$ cat src/rtl/rr_mux_arbiter_16_pkg.sv
// Shared constants and FSM encoding for the 16-way round-robin mux arbiter.
// No ports; imported by rr_pick16 and rr_mux_arbiter_16.
package rr_mux_arbiter_16_pkg;
    localparam int NUM_REQ      = 16;
    localparam int SEL_W        = 4;
    localparam int HOLD_W       = 4;
    localparam int MAX_HOLD_DEF = 8;

    typedef enum logic [1:0] {
        IDLE = 2'd0,
        BUSY = 2'd1,
        LOCK = 2'd2
    } state_t;
endpackage

$ cat src/rtl/mux_16to1_32bit.sv
// 16:1 word multiplexer.
// Ports: data (16 packed words), ctrl (word index), out (selected word).
module mux_16to1_32bit #(
    parameter int W = 32
) (
    input  logic [16*W-1:0] data,
    input  logic [3:0]      ctrl,
    output logic [W-1:0]    out
);
    // Indexed part-select only reads the chosen lane.
    assign out = data[ctrl*W +: W];
endmodule

$ cat src/rtl/rr_mux_arbiter_16_pick.sv
// rr_pick16: combinational rotating priority picker.
// Ports: req (requests), start (highest-priority index),
// idx (first set bit at or after start, mod 16), any (|req).
module rr_pick16
    import rr_mux_arbiter_16_pkg::*;
(
    input  logic [NUM_REQ-1:0] req,
    input  logic [SEL_W-1:0]   start,
    output logic [SEL_W-1:0]   idx,
    output logic               any
);
    logic [SEL_W-1:0] j;

    // Walk from the lowest priority offset up so the
    // closest set bit to start is written last and wins.
    always_comb begin
        idx = '0;
        j   = '0;
        any = |req;
        for (int k = NUM_REQ - 1; k >= 0; k--) begin
            j = start + SEL_W'(k);
            if (req[j]) idx = j;
        end
    end
endmodule

$ cat src/rtl/rr_mux_arbiter_16.sv
// Round-robin arbiter sharing one 16:1 word path, with optional
// bounded grant lock and registered valid/ready output.
// Ports: clk, rst_n (async low), req, lock, req_data (16 packed words),
// gnt (one-hot, combinational), out_sel, out_data, out_valid, out_ready.
// Macro ARB_STATS_EN adds beat_cnt / stall_cnt saturating counters.
module rr_mux_arbiter_16
    import rr_mux_arbiter_16_pkg::*;
#(
    parameter int DATA_W   = 32,
    parameter int MAX_HOLD = MAX_HOLD_DEF
) (
    input  logic                      clk,
    input  logic                      rst_n,
    input  logic [NUM_REQ-1:0]        req,
    input  logic [NUM_REQ-1:0]        lock,
    input  logic [NUM_REQ*DATA_W-1:0] req_data,
    output logic [NUM_REQ-1:0]        gnt,
    output logic [SEL_W-1:0]          out_sel,
    output logic [DATA_W-1:0]         out_data,
    output logic                      out_valid,
`ifdef ARB_STATS_EN
    output logic [31:0]               beat_cnt,
    output logic [31:0]               stall_cnt,
`endif
    input  logic                      out_ready
);
    localparam bit LOCK_EN = (MAX_HOLD > 1);
    localparam logic [HOLD_W-1:0] HOLD_MAX = HOLD_W'(MAX_HOLD);

    state_t             state, state_nxt;
    logic [SEL_W-1:0]   last_grant;
    logic [HOLD_W-1:0]  hold_cnt, hold_nxt;
    logic [SEL_W-1:0]   rr_idx, winner;
    logic               rr_any;
    logic               slot_free, cap, pinned;
    logic [DATA_W-1:0]  mux_out;

    rr_pick16 u_pick (
        .req   (req),
        .start (last_grant + 4'd1),
        .idx   (rr_idx),
        .any   (rr_any)
    );

    // Lock keeps the grant only while the holder still requests
    // and has beats left; otherwise fall back to round-robin now.
    assign pinned    = (state == LOCK) && req[last_grant]
                       && (hold_cnt < HOLD_MAX);
    assign winner    = pinned ? last_grant : rr_idx;
    assign slot_free = !out_valid || out_ready;
    assign cap       = rst_n && rr_any && slot_free;

    mux_16to1_32bit #(.W(DATA_W)) u_mux (
        .data (req_data),
        .ctrl (winner),
        .out  (mux_out)
    );

    always_ff @(posedge clk or negedge rst_n) begin
        if (!rst_n) begin
            state    <= IDLE;
            hold_cnt <= '0;
        end else begin
            state    <= state_nxt;
            hold_cnt <= hold_nxt;
        end
    end

    always_comb begin
        state_nxt = state;
        hold_nxt  = hold_cnt;
        unique case (1'b1)
            cap: begin
                if (LOCK_EN && lock[winner]) begin
                    state_nxt = LOCK;
                    hold_nxt  = pinned ? hold_cnt + 1'b1 : HOLD_W'(1);
                end else begin
                    state_nxt = BUSY;
                    hold_nxt  = '0;
                end
            end
            (!cap && out_ready): begin
                state_nxt = IDLE;
                hold_nxt  = '0;
            end
            default: ;
        endcase
    end

    always_comb begin
        gnt = '0;
        if (cap) gnt[winner] = 1'b1;
    end

    always_ff @(posedge clk or negedge rst_n) begin
        if (!rst_n) begin
            out_valid  <= 1'b0;
            out_data   <= '0;
            out_sel    <= '0;
            last_grant <= SEL_W'(NUM_REQ - 1);
        end else if (cap) begin
            out_valid  <= 1'b1;
            out_data   <= mux_out;
            out_sel    <= winner;
            last_grant <= winner;
        end else if (out_ready) begin
            out_valid  <= 1'b0;
        end
    end

`ifdef ARB_STATS_EN
    always_ff @(posedge clk or negedge rst_n) begin
        if (!rst_n) begin
            beat_cnt  <= '0;
            stall_cnt <= '0;
        end else begin
            if (out_valid && out_ready && beat_cnt != '1)
                beat_cnt <= beat_cnt + 1'b1;
            if (out_valid && !out_ready && stall_cnt != '1)
                stall_cnt <= stall_cnt + 1'b1;
        end
    end
`endif
endmodule

$ cat config.mk
export PLATFORM = sky130hd
export DESIGN_NAME = rr_mux_arbiter_16
export DESIGN_NICKNAME = d
export VERILOG_FILES = /design/src/rtl/rr_mux_arbiter_16_pkg.sv /design/src/rtl/mux_16to1_32bit.sv /design/src/rtl/rr_mux_arbiter_16_pick.sv /design/src/rtl/rr_mux_arbiter_16.sv
export SDC_FILE = /design/constraint.sdc
export NUM_CORES = 1
export LEC_CHECK = 0
export ABC_CLOCK_PERIOD_IN_PS = 15650
export BUFFER_PORTS_ARGS = -buffer_cell sky130_fd_sc_hd__buf_2
export CAP_MARGIN = 10
export CORE_AREA = 2 2 236 238
export DETAILED_ROUTE_END_ITERATION = 6
export DIE_AREA = 0 0 238 240
export PLACE_DENSITY = 0.45
export SLEW_MARGIN = 10
export SYNTH_ARGS = -nofsm -noshare
export SYNTH_HDL_FRONTEND = slang
export SYNTH_HIERARCHICAL = 1
export SYNTH_SLANG_ARGS = --single-unit
$ cat constraint.sdc
create_clock -name clk -period 15.65 [get_ports clk]
set_clock_uncertainty 0.1 [all_clocks]
set_input_delay 1.565 -clock clk [delete_from_list [all_inputs] [get_ports clk]]
set_output_delay 1.565 -clock clk [all_outputs]
set_load 0.005 [all_outputs]
# Word level (Yosys, flattened, before mapping)
# Cells that the tools add are included.
# totals
out_inout_bits,53
register_bits,47
word_cells,120
input_bits,547
# op_classes
reduce_logical,12
n_mux,63
n_addsub,17
n_eq_ne,1
order_cmp,20
n_shift,1
# op_table
cell,n
512-bit by 10-bit variable part select with 32-bit output,1
4-bit by 5-bit less-than comparator with 1-bit output (second input constant),18
4-bit two-way mux,19
1-bit binary-select mux with 4-bit select,18
4-bit adder (second input constant),8
1-bit two-way mux,21
4-bit by 3-bit adder with 4-bit output (second input constant),4
16-bit two-way mux,1
16-bit OR reduction,1
4-bit by 1-bit adder with 4-bit output (second input constant),3
4-bit by 2-bit adder with 4-bit output (second input constant),2
4-bit one-hot mux with 2 select lines,1
1-bit logical AND,6
1-bit demux with 4-bit select,1
4-bit by 1-bit greater-or-equal comparator with 1-bit output (second input constant),1
4-bit less-than comparator (second input constant),1
2-bit one-hot mux with 2 select lines,1
2-bit nonzero test,2
2-bit == test (second input constant),1
1-bit logical NOT,2
2-bit two-way mux,1
1-bit logical OR,1

# Logic depth before layout (Yosys ltp)
# Gate-level depths: netlist (run 1).
# logic_depth
word_depth,26
ltp_mapped,24

# Hierarchy
# Netlist (run 1), hierarchy kept.
# modules_own_cells
module,area_each_um2,cells_each,n_inst
mux_16to1_32bit,3728.6,271,1
rr_mux_arbiter_16,2553.7,286,1
rr_pick16,2262.2,257,1

# Worst setup path before layout (run 1)
# OpenSTA, ideal clock, no wires.
# synth_path
path_kind,flip-flop to output port
from,register last_grant[0]
to,output port gnt[13]
arrival_ns,4.982
required_time_ns,13.985
path_stages_with_launch,18
path_slack_ns,9.003
cell_sequence,dfstp_2 > ha_1 > buf_2 > buf_2 > clkbuf_1 > inv_1 > ha_1 > buf_6 > clkbuf_1 > mux4_2 > mux4_2 > mux2_2 > or4_1 > o211ai_2 > a31oi_1 > mux2i_2 > nand3_1 > nor2_1
# synth_via
elab_chain_len,26
word_cells_on_any_way,75
classes_between,16 x add/sub; 2 x order compare; 54 x mux; 3 x reduce/logical
# synth_lines
item,line_no,rtl
"start, declared",rr_mux_arbiter_16.sv:31,logic [SEL_W-1:0] last_grant;
"start signal, assigned",rr_mux_arbiter_16.sv:100,last_grant <= SEL_W'(NUM_REQ - 1);
"start signal, assigned",rr_mux_arbiter_16.sv:105,last_grant <= winner;
4-bit by 1-bit adder with 4-bit output (*),rr_mux_arbiter_16.sv:40,".start (last_grant + 4'd1),"
4-bit adder,rr_mux_arbiter_16_pick.sv:21,j = start + SEL_W'(k);
1-bit binary-select mux with 4-bit select,rr_mux_arbiter_16_pick.sv:22,if (req[j]) idx = j;
1-bit two-way mux (not written as such),rr_mux_arbiter_16_pick.sv:22,
4-bit two-way mux (15 in a row),rr_mux_arbiter_16_pick.sv:22,
4-bit two-way mux (*),rr_mux_arbiter_16_pick.sv:22,
named net rr_idx[1],rr_mux_arbiter_16.sv:33,"logic [SEL_W-1:0] rr_idx, winner;"
4-bit two-way mux (*),rr_mux_arbiter_16.sv:49,assign winner = pinned ? last_grant : rr_idx;
4-bit by 5-bit less-than comparator with 1-bit output (not written as such) or 4-bit by 1-bit greater-or-equal comparator with 1-bit output (tied branches),rr_mux_arbiter_16.sv:92,if (cap) gnt[winner] = 1'b1;
1-bit logical AND (not written as such),rr_mux_arbiter_16.sv:92,
1-bit two-way mux (not written as such),rr_mux_arbiter_16.sv:92,
1-bit demux with 4-bit select (*),rr_mux_arbiter_16.sv:92,
16-bit two-way mux (*),rr_mux_arbiter_16.sv:92,
"end, declared",rr_mux_arbiter_16.sv:17,"output logic [NUM_REQ-1:0] gnt,"
# Mark *: on every way through the listed nets, which the timed path passes. The rest lies on a longest branch. The select of a mux whose other input is x is not followed.

# Final worst setup path (run 1)
# layout_path
from,register last_grant[0]
to,output port gnt[1]
# layout_via
elab_chain_len,26
word_cells_on_any_way,75
classes_between,16 x add/sub; 2 x order compare; 54 x mux; 3 x reduce/logical
# layout_lines
item,line_no
4-bit by 1-bit adder with 4-bit output (*),rr_mux_arbiter_16.sv:40
4-bit adder,rr_mux_arbiter_16_pick.sv:21
1-bit binary-select mux with 4-bit select,rr_mux_arbiter_16_pick.sv:22
1-bit two-way mux (not written as such),rr_mux_arbiter_16_pick.sv:22
4-bit two-way mux (15 in a row),rr_mux_arbiter_16_pick.sv:22
4-bit two-way mux (*),rr_mux_arbiter_16_pick.sv:22
named net rr_idx[0],rr_mux_arbiter_16.sv:33
4-bit two-way mux (*),rr_mux_arbiter_16.sv:49
named net winner[0],rr_mux_arbiter_16.sv:33
4-bit by 5-bit less-than comparator with 1-bit output (not written as such) or 4-bit by 1-bit greater-or-equal comparator with 1-bit output (tied branches),rr_mux_arbiter_16.sv:92
1-bit logical AND (not written as such),rr_mux_arbiter_16.sv:92
1-bit two-way mux (not written as such),rr_mux_arbiter_16.sv:92
1-bit demux with 4-bit select (*),rr_mux_arbiter_16.sv:92
16-bit two-way mux (*),rr_mux_arbiter_16.sv:92
# Marks and branches as above.

==> flow_results.xml, run 1 <==
<?xml version="1.0" encoding="UTF-8"?>
<metrics>
  <group name="clock_network">
    <metric name="numCtsBuffers" unit="">5</metric>
    <metric name="cts_root_buf" unit="">sky130_fd_sc_hd__clkbuf_16</metric>
    <metric name="cts-hold-fix-buffers" unit="">0</metric>
    <metric name="tritoncts_clock_tree" unit="">done</metric>
    <metric name="cts.htree.levels" unit="">2</metric>
    <metric name="post_cts.resized_instances" unit="">0</metric>
    <metric name="clk_pin_slew_worst_setup_hold_paths" unit="ns">0.08</metric>
    <metric name="cts_post_setup_buffers_inserted" unit="">0</metric>
    <metric name="numClockSinks" unit="">47</metric>
    <metric name="clkLatencyLatePin" unit="ns">0.30</metric>
    <metric name="clock_path_buffers" unit="">2</metric>
  </group>
  <group name="timing">
    <metric name="grt_setup_unrepaired" unit="">no</metric>
    <metric name="finalSetupViolCount" unit="">0</metric>
    <metric name="share_of_the_cycle_needed_by_the_critical_path_after_routing" unit="%">56.0</metric>
    <metric name="relSlewSlack" unit="%">24.9</metric>
    <metric name="max_clock_freq" unit="MHz">114</metric>
    <metric name="hold_viol" unit="">0</metric>
    <metric name="tightest_slew" unit="ns">1.12</metric>
    <metric name="fin_crit" unit="ns">8.76</metric>
    <metric name="timing.final.max_slew_violations" unit="">0</metric>
    <metric name="fin_setup_tns" unit="ns">0</metric>
  </group>
  <group name="cells_and_area">
    <metric name="area.sequential" unit="mm^2">0.00118</metric>
    <metric name="share_of_final_layout_standard_cells_stronger_than_drive_strength_1" unit="%">60.7</metric>
    <metric name="n_fill_cell" unit="">6013</metric>
    <metric name="area_growth" unit="%">45.0</metric>
    <metric name="layout.cells.most_common" unit="">sky130_fd_sc_hd__buf_2</metric>
    <metric name="multi_input_gate_area" unit="mm^2">0.00697</metric>
    <metric name="layout_common_cells" unit="">sky130_fd_sc_hd__buf_2 (598), sky130_fd_sc_hd__mux4_2 (161), sky130_fd_sc_hd__nand2_1 (157)</metric>
    <metric name="utilization" unit="%">22.7</metric>
    <metric name="fin_nets" unit="">1918</metric>
  </group>
  <group name="setup_path">
    <metric name="worstPathArrival" unit="ns">7.09</metric>
    <metric name="reg2reg_from" unit="">last_grant[0]</metric>
    <metric name="start_kind" unit="">register</metric>
    <metric name="worst_setup_path_end_kind" unit="">primary output</metric>
    <metric name="cp_cell_sequence" unit="">ha_1 &gt; buf_4 &gt; inv_1 &gt; ha_1 &gt; mux4_2 &gt; mux2i_1 &gt; mux2i_2 &gt; a21oi_1 &gt; o21ai_0 &gt; a41o_1 &gt; a31oi_1 &gt; a21oi_2 &gt; inv_8 &gt; nand3_1 &gt; nor2_1 &gt; buf_2</metric>
    <metric name="worst_setup_path_startpoint" unit="">last_grant[0]</metric>
    <metric name="worst_path_dominant_cell_family" unit="">compound AO/OA/AOI/OAI gates</metric>
    <metric name="cp_slowest_stage_delay" unit="ns">0.84</metric>
    <metric name="worst_path_required_time" unit="ns">13.99</metric>
    <metric name="critPathSlowestCell" unit="">sky130_fd_sc_hd__a31oi_1</metric>
    <metric name="max_fanout_on_critical_path" unit="">80</metric>
    <metric name="timing.critical_path.mode_cell" unit="">sky130_fd_sc_hd__ha_1</metric>
    <metric name="crit_buf_inv" unit="">4</metric>
    <metric name="worst-setup-path-type" unit="">reg2out</metric>
  </group>
  <group name="grt">
    <metric name="antenna_found_initial" unit="">39</metric>
    <metric name="grt_usage" unit="%">20.8</metric>
    <metric name="first_global_vias" unit="">10400</metric>
    <metric name="grt-ovfl-total" unit="">0</metric>
    <metric name="grt_first_pass_wirelength" unit="um">83400</metric>
    <metric name="grt_start_max_net_pins" unit="">81</metric>
  </group>
  <group name="drt">
    <metric name="drt-total-wl" unit="um">61400</metric>
    <metric name="route.detailed.vias_per_inst" unit="">4.98</metric>
    <metric name="wire_per_inst" unit="um">29.6</metric>
    <metric name="final_antenna_net_count" unit="">0</metric>
    <metric name="drt_iter0_markers" unit="">743</metric>
    <metric name="remaining_drc_errors" unit="">0</metric>
    <metric name="num_vias" unit="">10300</metric>
    <metric name="drt-pass1-iter-count" unit="">4</metric>
  </group>
  <group name="synth">
    <metric name="dominantRegCellSynth" unit="">sky130_fd_sc_hd__dfrtp_1</metric>
    <metric name="synth_async_sr_flop_share" unit="%">100</metric>
    <metric name="synth-edff-count" unit="">0</metric>
    <metric name="synth_simple_gate_area_share" unit="%">13.3</metric>
    <metric name="synth_top_family_by_area" unit="">multiplexers</metric>
    <metric name="synth-adder-area-share" unit="%">1.32</metric>
    <metric name="synth_area_per_cell" unit="um^2">10.5</metric>
    <metric name="synth_sequential_area_ratio" unit="%">13.8</metric>
    <metric name="mappedNetlistNets" unit="">1370</metric>
    <metric name="yosys.area_share.xor_xnor" unit="%">1.20</metric>
    <metric name="synth_compound_gate_area_share" unit="%">15.4</metric>
    <metric name="yosys_warnings" unit="">6</metric>
    <metric name="post_synth_instance_area" unit="mm^2">0.00854</metric>
    <metric name="synth_cell_types" unit="">72</metric>
    <metric name="ys_seq_elements" unit="">47</metric>
    <metric name="synth.mux.area_fraction" unit="%">49.9</metric>
    <metric name="cell_count_after_synthesis" unit="">814</metric>
  </group>
  <group name="die">
    <metric name="fp-row-count" unit="">86</metric>
    <metric name="effective_utilization_at_floorplan" unit="%">15.6</metric>
    <metric name="design.portCount" unit="">600</metric>
    <metric name="die-height" unit="um">240</metric>
    <metric name="design.die.area" unit="mm^2">0.0571</metric>
    <metric name="floorplan.die.width" unit="um">238</metric>
    <metric name="core_footprint" unit="mm^2">0.0547</metric>
  </group>
  <group name="worst_hold_path">
    <metric name="hold_path.class" unit="">reg2reg</metric>
    <metric name="hold_start" unit="">out_data[0]</metric>
  </group>
  <group name="run_status">
    <metric name="outcome" unit="">completed</metric>
  </group>
  <group name="flow_run">
    <metric name="max_cap_viol_count" unit="">0</metric>
  </group>
  <group name="placed_design">
    <metric name="io_buffers" unit="">599</metric>
    <metric name="detailedPlacementHpwl" unit="um">51100</metric>
    <metric name="routability_cong" unit="">0.893</metric>
  </group>
</metrics>
==> routing by layer <==
| layer | vias up | part of all wire (%) | GRT usage [%] |
|---|---|---|---|
| li1 | 4406 | - | - |
| met1 | 5317 | 42 | 27.0 |
| met2 | 518 | 49 | 35.0 |
| met3 | 73 | 8.1 | 5.76 |
| met4 | 22 | 1.3 | 3.24 |
| met5 | - | 0.37 | 1.39 |
==> worst reg2reg max path, cell delays in order (launching register included) <==
cell,delay [ns]
sky130_fd_sc_hd__dfstp_2,0.77
sky130_fd_sc_hd__ha_1,0.20
sky130_fd_sc_hd__buf_4,0.38
sky130_fd_sc_hd__inv_1,0.26
sky130_fd_sc_hd__ha_1,0.81
sky130_fd_sc_hd__mux4_2,0.65
sky130_fd_sc_hd__mux2i_1,0.50
sky130_fd_sc_hd__mux2i_2,0.24
sky130_fd_sc_hd__a21oi_1,0.21
sky130_fd_sc_hd__o21ai_0,0.13
sky130_fd_sc_hd__a41o_1,0.27
sky130_fd_sc_hd__a31oi_1,0.84
sky130_fd_sc_hd__a21oi_2,0.27
sky130_fd_sc_hd__inv_8,0.58
sky130_fd_sc_hd__buf_4,1.01
sky130_fd_sc_hd__mux4_2,0.69
sky130_fd_sc_hd__a22oi_1,0.27
sky130_fd_sc_hd__nand2_1,0.08
sky130_fd_sc_hd__nand2_1,0.06
sky130_fd_sc_hd__nand2_1,0.05
==> state kept, by name (all words and copies together) (netlist names) <==
signal / flops
out_data: 32
hold_cnt: 4
last_grant: 4
out_sel: 4
state: 2
out_valid: 1
==> worst paths after layout <==
kind                                      to  depth (start not counted)  slack [ns]
min in group asynchronous       out_data[11]                          1        1.22
worst max-delay path                  gnt[1]                         16        6.89
worst max register to register  out_data[17]                         19        7.18
worst min register to register   out_data[0]                          2        0.37
max in group asynchronous         out_sel[0]                          1       13.64
worst min-delay path             out_data[0]                          2        0.37
==> metrics by stage <==
stage / cell area [um^2] / cells / hold slack (ns) / setup WS (ns)
floorplan: 8540 / 814 / 0.356 / 9.00
global placement: 12200 / 2059 / 0.358 / 7.18
detailed placement: 12200 / 2059 / 0.358 / 6.93
CTS: 12400 / 2067 / 0.381 / 6.69
global route: 12400 / 2069 / 0.404 / 6.16
finish: 12400 / 2077 / 0.373 / 6.89
==> cell usage after synthesis (9+ instances only) <==
cell / instances / area (um^2)
sky130_fd_sc_hd__ha_1: 9 / 113
sky130_fd_sc_hd__inv_1: 12 / 45.0
sky130_fd_sc_hd__buf_2: 11 / 55.1
sky130_fd_sc_hd__clkbuf_1: 28 / 105
sky130_fd_sc_hd__buf_4: 14 / 105
sky130_fd_sc_hd__buf_1: 14 / 52.6
sky130_fd_sc_hd__mux2_2: 14 / 158
sky130_fd_sc_hd__o21ai_0: 16 / 80.1
sky130_fd_sc_hd__a22oi_1: 65 / 488
sky130_fd_sc_hd__dfrtp_1: 43 / 1080
sky130_fd_sc_hd__nand2_1: 157 / 589
sky130_fd_sc_hd__a21oi_1: 20 / 100
sky130_fd_sc_hd__mux2i_1: 39 / 390
sky130_fd_sc_hd__nand3_1: 15 / 75.1
sky130_fd_sc_hd__mux4_2: 161 / 3630
sky130_fd_sc_hd__nor2_1: 41 / 154
==> logic make-up (layout without fill, tap and decap cells) <==
family | count (synthesis) | after routing
XOR/XNOR | 10 | 10
adder cells (fa/ha/maj) | 9 | 9
buffers and inverters | 90 | 639
AND/OR/NAND/NOR | 260 | 260
multiplexers | 219 | 219
flip-flops | 47 | 47
other | 0 | 10
AO/OA/AOI/OAI | 179 | 179
==> area by class of cell <==
| cell class | count | area share, % |
|---|---|---|
| multi-input combinational | 677 | 56.3 |
| timing repair buffer | 612 | 25.0 |
| sequential | 47 | 9.53 |
| tap | 704 | 7.11 |
| clock buffer | 7 | 1.15 |
| inverter | 19 | 0.676 |
| antenna | 10 | 0.202 |
| clock inverter | 1 | 0.0707 |
Power of run 1 is left out: the tool's default activity adds up to more than one toggle a clock period on the data nets, which glitch-free logic cannot reach.
==> run 2, diff against run 1 <==
ABC_CLOCK_PERIOD_IN_PS = 7250   (was 15650)
CORE_AREA = 2 2 234 236   (was 2 2 236 238)
DIE_AREA = 0 0 236 238   (was 0 0 238 240)
PLACE_DENSITY = 0.46   (was 0.45)
clock period = 7.25 ns   (was 15.65 ns; I/O delays follow)
==> run 2 against run 1 <==
Effect of this change: via count grew 1.9%; setup slack got worse by 6.3 ns; final cell count rose by 0.58%; critical path type unchanged; critical path depth increased by 1; worst hold slack gained 0.010 ns.
==> flow_results.xml, run 2 (synthesis gave the netlist of run 1 again) <==
<?xml version="1.0" encoding="UTF-8"?>
<metrics>
  <group name="setup_path">
    <metric name="worst_setup_path_end_kind" unit="">primary output</metric>
    <metric name="max_fanout_on_critical_path" unit="">36</metric>
    <metric name="reg2reg_from" unit="">last_grant[0]</metric>
    <metric name="worstPathArrival" unit="ns">5.84</metric>
    <metric name="worst-setup-path-type" unit="">reg2out</metric>
    <metric name="start_kind" unit="">register</metric>
    <metric name="rr_worst_depth" unit="">18</metric>
    <metric name="worst_path_required_time" unit="ns">6.42</metric>
    <metric name="r2r_setup_slack" unit="ns">0.70</metric>
    <metric name="worst_r2r_endpoint" unit="">out_data[2]</metric>
  </group>
  <group name="cells_and_area">
    <metric name="area.sequential" unit="mm^2">0.00118</metric>
    <metric name="area_growth" unit="%">47.7</metric>
    <metric name="largest_register_ff_count" unit="">32</metric>
    <metric name="layout.cells.non_filler" unit="">2089</metric>
    <metric name="layout_common_cells" unit="">sky130_fd_sc_hd__buf_2 (598), sky130_fd_sc_hd__mux4_2 (161), sky130_fd_sc_hd__nand2_1 (157)</metric>
    <metric name="fin_nets" unit="">1934</metric>
    <metric name="top_register" unit="">out_data</metric>
    <metric name="layout.cells.most_common" unit="">sky130_fd_sc_hd__buf_2</metric>
    <metric name="n_fill_cell" unit="">5916</metric>
    <metric name="share_of_final_layout_standard_cells_stronger_than_drive_strength_1" unit="%">61.2</metric>
    <metric name="multi_input_gate_area" unit="mm^2">0.00697</metric>
  </group>
  <group name="timing">
    <metric name="share_of_the_cycle_needed_by_the_critical_path_after_routing" unit="%">91.9</metric>
    <metric name="grt_setup_unrepaired" unit="">no</metric>
    <metric name="hold_viol" unit="">0</metric>
    <metric name="max_clock_freq" unit="MHz">150</metric>
    <metric name="timing.final.max_slew_violations" unit="">0</metric>
    <metric name="fin_crit" unit="ns">6.66</metric>
    <metric name="fin_setup_tns" unit="ns">0</metric>
    <metric name="relSlewSlack" unit="%">30.8</metric>
    <metric name="holdWs" unit="ns">0.383</metric>
    <metric name="finalSetupViolCount" unit="">0</metric>
    <metric name="tightest_slew" unit="ns">1.03</metric>
  </group>
  <group name="drt">
    <metric name="drt-pass1-iter-count" unit="">5</metric>
    <metric name="drt-total-wl" unit="um">60600</metric>
    <metric name="drt_iter0_markers" unit="">1045</metric>
    <metric name="final_antenna_net_count" unit="">0</metric>
    <metric name="route.detailed.vias_per_inst" unit="">5.04</metric>
    <metric name="remaining_drc_errors" unit="">0</metric>
    <metric name="num_vias" unit="">10500</metric>
    <metric name="wire_per_inst" unit="um">29.0</metric>
  </group>
  <group name="grt">
    <metric name="grt_usage" unit="%">20.9</metric>
    <metric name="antenna_found_initial" unit="">56</metric>
    <metric name="global_route.usage.met2" unit="%">34.0</metric>
    <metric name="grt-busiest-layer" unit="">met2</metric>
    <metric name="global_routing_met3_resource_utilization" unit="%">4.14</metric>
    <metric name="first_global_vias" unit="">10500</metric>
    <metric name="grt-ovfl-total" unit="">0</metric>
    <metric name="grt_first_pass_wirelength" unit="um">82800</metric>
    <metric name="globalRouteMet1Util" unit="%">28.5</metric>
    <metric name="grt_start_max_net_pins" unit="">50</metric>
  </group>
  <group name="run_status">
    <metric name="outcome" unit="">completed</metric>
  </group>
  <group name="die">
    <metric name="fp-row-count" unit="">85</metric>
    <metric name="floorplan.die.width" unit="um">236</metric>
    <metric name="effective_utilization_at_floorplan" unit="%">16.0</metric>
    <metric name="core_footprint" unit="mm^2">0.0535</metric>
    <metric name="die-height" unit="um">238</metric>
    <metric name="design.die.area" unit="mm^2">0.0562</metric>
    <metric name="design.portCount" unit="">600</metric>
  </group>
  <group name="placed_design">
    <metric name="placed_cell_count" unit="">2067</metric>
    <metric name="io_buffers" unit="">599</metric>
    <metric name="routability_cong" unit="">0.949</metric>
    <metric name="detailedPlacementHpwl" unit="um">51700</metric>
  </group>
  <group name="clock_network">
    <metric name="tritoncts_clock_tree" unit="">done</metric>
    <metric name="numClockSinks" unit="">47</metric>
    <metric name="numCtsBuffers" unit="">5</metric>
    <metric name="cts-hold-fix-buffers" unit="">0</metric>
    <metric name="cts.htree.levels" unit="">2</metric>
    <metric name="cts_root_buf" unit="">sky130_fd_sc_hd__clkbuf_16</metric>
    <metric name="clk_pin_slew_worst_setup_hold_paths" unit="ns">0.09</metric>
    <metric name="clkLatencyLatePin" unit="ns">0.32</metric>
    <metric name="cts_post_setup_buffers_inserted" unit="">0</metric>
    <metric name="post_cts.resized_instances" unit="">0</metric>
    <metric name="clock_path_buffers" unit="">2</metric>
  </group>
  <group name="flow_run">
    <metric name="max_cap_viol_count" unit="">0</metric>
  </group>
  <group name="worst_hold_path">
    <metric name="hold_path.class" unit="">in2async</metric>
  </group>
</metrics>
-- run 2: through the flow --
stage               area [um^2]  setup WS [ns]  utilization (%)
global route              12600          0.142             23.6
global placement          12400          0.837             23.2
floorplan                  8540           1.14                -
detailed placement        12400          0.747             23.2
CTS                       12600          0.516             23.5
finish                    12600          0.586             23.6
-- run 2: critical path: stages (launching register included) --
cell and delay [ns]:
sky130_fd_sc_hd__dfstp_2 0.54, sky130_fd_sc_hd__ha_1 0.24, sky130_fd_sc_hd__inv_1 0.27, sky130_fd_sc_hd__ha_1 0.66, sky130_fd_sc_hd__mux4_2 0.64, sky130_fd_sc_hd__mux2i_1 0.53
sky130_fd_sc_hd__mux2i_2 0.26, sky130_fd_sc_hd__a21oi_1 0.21, sky130_fd_sc_hd__o21ai_0 0.12, sky130_fd_sc_hd__a41o_1 0.25, sky130_fd_sc_hd__a31oi_1 0.18, sky130_fd_sc_hd__buf_4 0.22
sky130_fd_sc_hd__a21oi_2 0.17, sky130_fd_sc_hd__inv_8 0.28, sky130_fd_sc_hd__buf_12 0.32, sky130_fd_sc_hd__nand3_1 0.30, sky130_fd_sc_hd__nor2_1 0.18, sky130_fd_sc_hd__buf_2 0.12
-- run 2: final cells by class --
cell class | count | area share [%]
Multi-Input combinational cell | 677 | 55.2
Timing Repair Buffer | 628 | 26.2
Sequential cell | 47 | 9.36
Tap cell | 696 | 6.90
Clock buffer | 5 | 0.991
Inverter | 19 | 0.664
Clock inverter | 3 | 0.377
Antenna cell | 14 | 0.278
-- run 2: per-layer routing --
layer,share of wire (%),vias to the layer above
met2,47,673
met4,2.4,24
met3,9.8,86
met5,0.25,-
met1,41,5308
li1,-,4442
-- run 2: how the worst max path moves through the flow --
stage / to / from / slack, ns / depth (start not counted)
final: gnt[1] / last_grant[0] / 0.59 / 17
after global routing: gnt[9] / last_grant[0] / 0.14 / 17
after CTS: gnt[1] / last_grant[0] / 0.52 / 17
after detailed placement: out_data[7] / last_grant[0] / 0.75 / 18
after global placement: out_data[7] / last_grant[0] / 0.84 / 18
after floorplan: out_data[29] / last_grant[0] / 1.14 / 24
Power of run 2 is left out for the same reason.
